File: src/rtl/pc_fetch_pkg.sv
// rtl/pc_fetch_pkg.sv - shared FSM states, trap-cause encodings and NOP constant for pc_fetch
package pc_fetch_pkg;

  typedef enum logic [1:0] {
    S_FETCH = 2'b00,
    S_WAIT  = 2'b01,
    S_HOLD  = 2'b10,
    S_TRAP  = 2'b11
  } state_e;

  typedef enum logic [1:0] {
    CAUSE_NONE     = 2'b00,
    CAUSE_MISALIGN = 2'b01,
    CAUSE_TIMEOUT  = 2'b10
  } trap_cause_e;

  localparam logic [31:0] NOP_INSTR = 32'h0000_0013;

endpackage

File: src/rtl/pc_fetch.sv
// rtl/pc_fetch.sv - single-outstanding instruction fetch with decode handshake, timeout and sticky trap
module pc_fetch
  import pc_fetch_pkg::*;
#(
  parameter logic [31:0] RESET_PC = 32'h0000_0000,
  parameter int          TIMEOUT  = 16
) (
  input  logic        clk,
  input  logic        rst,
  input  logic [31:0] pc_new,
  output logic        imem_req,
  output logic [31:0] imem_addr,
  input  logic        imem_gnt,
  input  logic        imem_rvalid,
  input  logic [31:0] imem_rdata,
  output logic [31:0] instr_o,
  output logic [31:0] pc_o,
  output logic        instr_valid,
  input  logic        instr_ready,
  output logic        trap_o,
  output logic [1:0]  trap_cause
);

  localparam int            CNT_W   = (TIMEOUT > 1) ? $clog2(TIMEOUT) : 1;
  localparam logic [CNT_W-1:0] CNT_MAX = CNT_W'(TIMEOUT - 1);

  state_e           state_q, state_d;
  logic [31:0]      pc_q, pc_d;
  logic [31:0]      instr_q, instr_d;
  logic [CNT_W-1:0] cnt_q, cnt_d;
  trap_cause_e      cause_q, cause_d;

  always_ff @(posedge clk or posedge rst) begin
    if (rst) begin
      state_q <= S_FETCH;
    end else begin
      state_q <= state_d;
    end
  end

  always_ff @(posedge clk or posedge rst) begin
    if (rst) begin
      pc_q    <= RESET_PC;
      instr_q <= NOP_INSTR;
      cnt_q   <= '0;
      cause_q <= CAUSE_NONE;
    end else begin
      pc_q    <= pc_d;
      instr_q <= instr_d;
      cnt_q   <= cnt_d;
      cause_q <= cause_d;
    end
  end

  always_comb begin
    state_d = state_q;
    pc_d    = pc_q;
    instr_d = instr_q;
    cnt_d   = cnt_q;
    cause_d = cause_q;
    unique case (state_q)
      S_FETCH: begin
        // A same-cycle rvalid belongs to nothing we issued, so only the grant counts.
        if (imem_gnt) begin
          state_d = S_WAIT;
          cnt_d   = '0;
        end
      end
      S_WAIT: begin
        if (imem_rvalid) begin
          instr_d = imem_rdata;
          state_d = S_HOLD;
        end else if (cnt_q == CNT_MAX) begin
          state_d = S_TRAP;
          cause_d = CAUSE_TIMEOUT;
        end else begin
          cnt_d = cnt_q + 1'b1;
        end
      end
      S_HOLD: begin
        if (instr_ready) begin
          if (pc_new[1:0] == 2'b00) begin
            pc_d    = pc_new;
            state_d = S_FETCH;
          end else begin
            state_d = S_TRAP;
            cause_d = CAUSE_MISALIGN;
          end
        end
      end
      S_TRAP: begin
        state_d = S_TRAP;
      end
      default: begin
        state_d = S_FETCH;
      end
    endcase
  end

  always_comb begin
    imem_req    = (state_q == S_FETCH) && !rst;
    instr_valid = (state_q == S_HOLD);
    trap_o      = (state_q == S_TRAP);
  end

  assign imem_addr  = pc_q;
  assign pc_o       = pc_q;
  assign instr_o    = instr_q;
  assign trap_cause = cause_q;

endmodule

File: config.mk
export PLATFORM = sky130hd
export DESIGN_NAME = pc_fetch
export DESIGN_NICKNAME = d
export VERILOG_FILES = /design/src/rtl/pc_fetch_pkg.sv /design/src/rtl/pc_fetch.sv
export SDC_FILE = /design/constraint.sdc
export NUM_CORES = 1
export LEC_CHECK = 0
export CORE_ASPECT_RATIO = 2
export CORE_UTILIZATION = 43
export CTS_CLUSTER_SIZE = 25
export DETAILED_ROUTE_END_ITERATION = 16
export PLACE_DENSITY = 0.92
export SKIP_CTS_REPAIR_TIMING = 1
export SYNTH_ARGS = -nofsm -noshare
export SYNTH_HDL_FRONTEND = slang
export SYNTH_SLANG_ARGS = --single-unit
File: constraint.sdc
create_clock -name clk -period 3.2 [get_ports clk]
set_input_delay 0.32 -clock clk [delete_from_list [all_inputs] [get_ports clk]]
set_output_delay 0.32 -clock clk [all_outputs]
set_load 0.01 [all_outputs]
==> qor.yml <==
detailed_routing:
  drt-initial-drc-count: 87
  vias: 2228
  viasPerCell: 4.83
  routed_wl_um: 7930
  firstDrtPassIters: 4
  antenna_left: 0
  wire_per_inst_um: 17.2
  post-route-drc-count: 0
die:
  dieWidth_um: 64.5
  core-area_um2: 7540
  io-pin-count: 170
  design.die.area_um2: 8180
  core.rowCount: 45
  die_h_um: 127
  start_util_pct: 44.5
timing:
  fin_setup_tns_ns: 0
  worst_pin_slew_ns: 0.786
  min_period_over_period_pct: 65.2
  fin_crit_ns: 2.09
  finalSetupViolations: 0
  hold_viol: 0
  drv_slew: 0
  fin_hold_ws_ns: 0.435
  relSlewSlack_pct: 47.5
  max_clock_freq_ghz: 0.479
  grt_setup_unrepaired: "no"
  fin_skew_ns: 0.00520
power_and_ir_drop:
  p_per_area_nw_per_um2: 425
  vdd_ir_drop_max_mv: 0.280
  power.leakage_nw: 2.48
synth:
  async_flop_share_pct: 100
  synth_largest_area_cell: "dfrtp_1"
  synth-edff-count: 0
  synth_area_per_cell_um2: 15.3
  yosys_warnings: 0
  synth_flop_cell: "dfrtp_1"
  ys_seq_elements: 72
  netlist_top_cells_area: "dfrtp_1 51%, mux2_4 26%, buf_4 7.4%"
  synth.distinct_cells: 34
  yosysSeqAreaShare_pct: 53.8
  syn_area_um2: 3360
  netlist.area_leader.share_pct: 51.5
  synthCells: 220
  syn-num-nets: 290
clock_network:
  cts_tree: "built"
  clk_pin_slew_ns: 0.06
  root_buffer: "clkbuf_16"
  htree_levels: 3
  clock-sinks: 72
  cts_buffers: 9
  clock_latency_ns: 0.33
  cts_buffer_depth: 2
outcome:
  outcome: "finished, final reports clean"
critical_path:
  worstReg2RegStart: "state_q[1]$_DFFE_PP0P_"
  worst-path-buf-inv: 2
  cp-end-kind: "output pin"
  crit_family: "buffers and inverters"
  crit_chain: "inv_1 -> nor2_1 -> clkdlybuf4s50_1"
  cp_slowest_stage_delay_ns: 0.57
  slowest_stage: "dfrtp_1"
  start_kind: "flop"
  worst-path-max-fanout: 11
  crit_path_start: "state_q[1]$_DFFE_PP0P_"
  required_ns: 2.88
  worst-setup-path-type: "flop to output pin"
  critical_path_arrival_ns: 1.77
grt:
  grt_pass1_wl_um: 12300
  grt_max_degree: 33
  grt_pass1_vias: 2416
  gr-total-overflow: 0
  antenna_found_initial: 0
  grt_usage_pct: 20.4
finish:
  nets: 432
  diodes: 0
  layout_commonest_cell: "clkdlybuf4s50_1"
  fill_cells: 530
  syn_to_final_growth_pct: 55.4
  final_cell_mix: "169 x clkdlybuf4s50_1, 69 x dfrtp_1, 58 x mux2_4"
  finalCoreUtilization_pct: 69.1
  layout-drive-gt1-share_pct: 24.8
place:
  port_buffers: 169
  dp_hpwl_um: 5830
  gp_congestion: 0.742
run:
  drv_cap: 0
hold_path:
  hp-class: "primary input to asynchronous set/reset pin"
-- state kept, by name (all words and copies together), names as in the netlist --
register and flops:
imem_addr 32, instr_o 32, cnt_q 4, state_q 2, trap_cause 2
-- cell usage after synthesis (2+ instances only) --
| master | count |
|---|---|
| a211oi_1 | 2 |
| a21oi_1 | 3 |
| a2bb2oi_1 | 2 |
| and2_1 | 2 |
| and3_1 | 2 |
| buf_4 | 33 |
| buf_6 | 6 |
| dfrtp_1 | 69 |
| dfstp_2 | 3 |
| inv_1 | 5 |
| mux2_2 | 4 |
| mux2_4 | 58 |
| nand2b_1 | 3 |
| nand3_1 | 2 |
| nor2_1 | 2 |
| nor3_1 | 2 |
| o21ai_0 | 5 |
-- area by class of cell --
cell class | count | area (µm²) | area share [%]
inverters | 6 | 25.0 | 0.480
repair buffers | 171 | 1710 | 32.7
multi-input cells | 102 | 1200 | 23.1
flip-flops and latches | 72 | 1810 | 34.6
clock buffers | 10 | 239 | 4.58
clock inverters | 6 | 115 | 2.21
well taps | 94 | 118 | 2.26
-- logic make-up (layout without fill, tap and decap cells) --
group	count (synthesis)	count (layout)	share of synthesized area, %
AO/OA/AOI/OAI	18	18	3.58
adder cells (fa/ha/maj)	1	1	0.373
AND/OR/NAND/NOR	20	20	4.36
multiplexers	63	63	27.6
buffers and inverters	46	193	10.3
flip-flops	72	72	53.8
-- worst paths after layout --
kind	slack, ns	end	cells past startpoint
hold reg to reg	0.49	trap_cause[0]$_DFFE_PP0P_	1
hold / removal	0.44	cnt_q[1]$_DFFE_PP0P_	2
min in group clk	0.49	trap_cause[0]$_DFFE_PP0P_	1
setup / recovery	1.11	trap_o	3
max in group asynchronous	1.94	instr_o[20]$_DFFE_PP0P_	3
setup reg to reg	1.28	imem_addr[17]$_DFFE_PP0P_	2
-- routing by layer --
metal	routed length [µm]	GRT usage (%)
met5	0	0
met1	2780	20.7
met3	344	5.49
met2	4500	36.3
met4	304	12.0
-- worst reg2reg max path, delay by kind of cell, from the launching register on --
kind | cells | cell delay (ns)
AND/OR/NAND/NOR | 1 | 0.68
flip-flops | 1 | 0.57
multiplexers | 1 | 0.56
-- power breakdown --
group | switching, W | total [W] | internal, W | leakage (nW)
Combinational | 0.0000412 | 0.000124 | 0.0000831 | 1.34
Clock | 0.000390 | 0.00118 | 0.000787 | 0.169
Sequential | 0.00000306 | 0.000917 | 0.000914 | 0.973
-- metrics by stage --
step,setup WS [ns],std cells,total power [W],area (µm²)
3_5_place_dp,0.896,445,0.00106,4860
6_report,1.11,461,0.00222,5210
4_1_cts,1.10,461,0.00224,5210
3_3_place_gp,0.982,445,0.00105,4860
5_1_grt,0.987,461,0.00229,5210
2_1_floorplan,1.06,220,0.000960,3360
No activity file was read; power rests on OpenSTA's default activity.
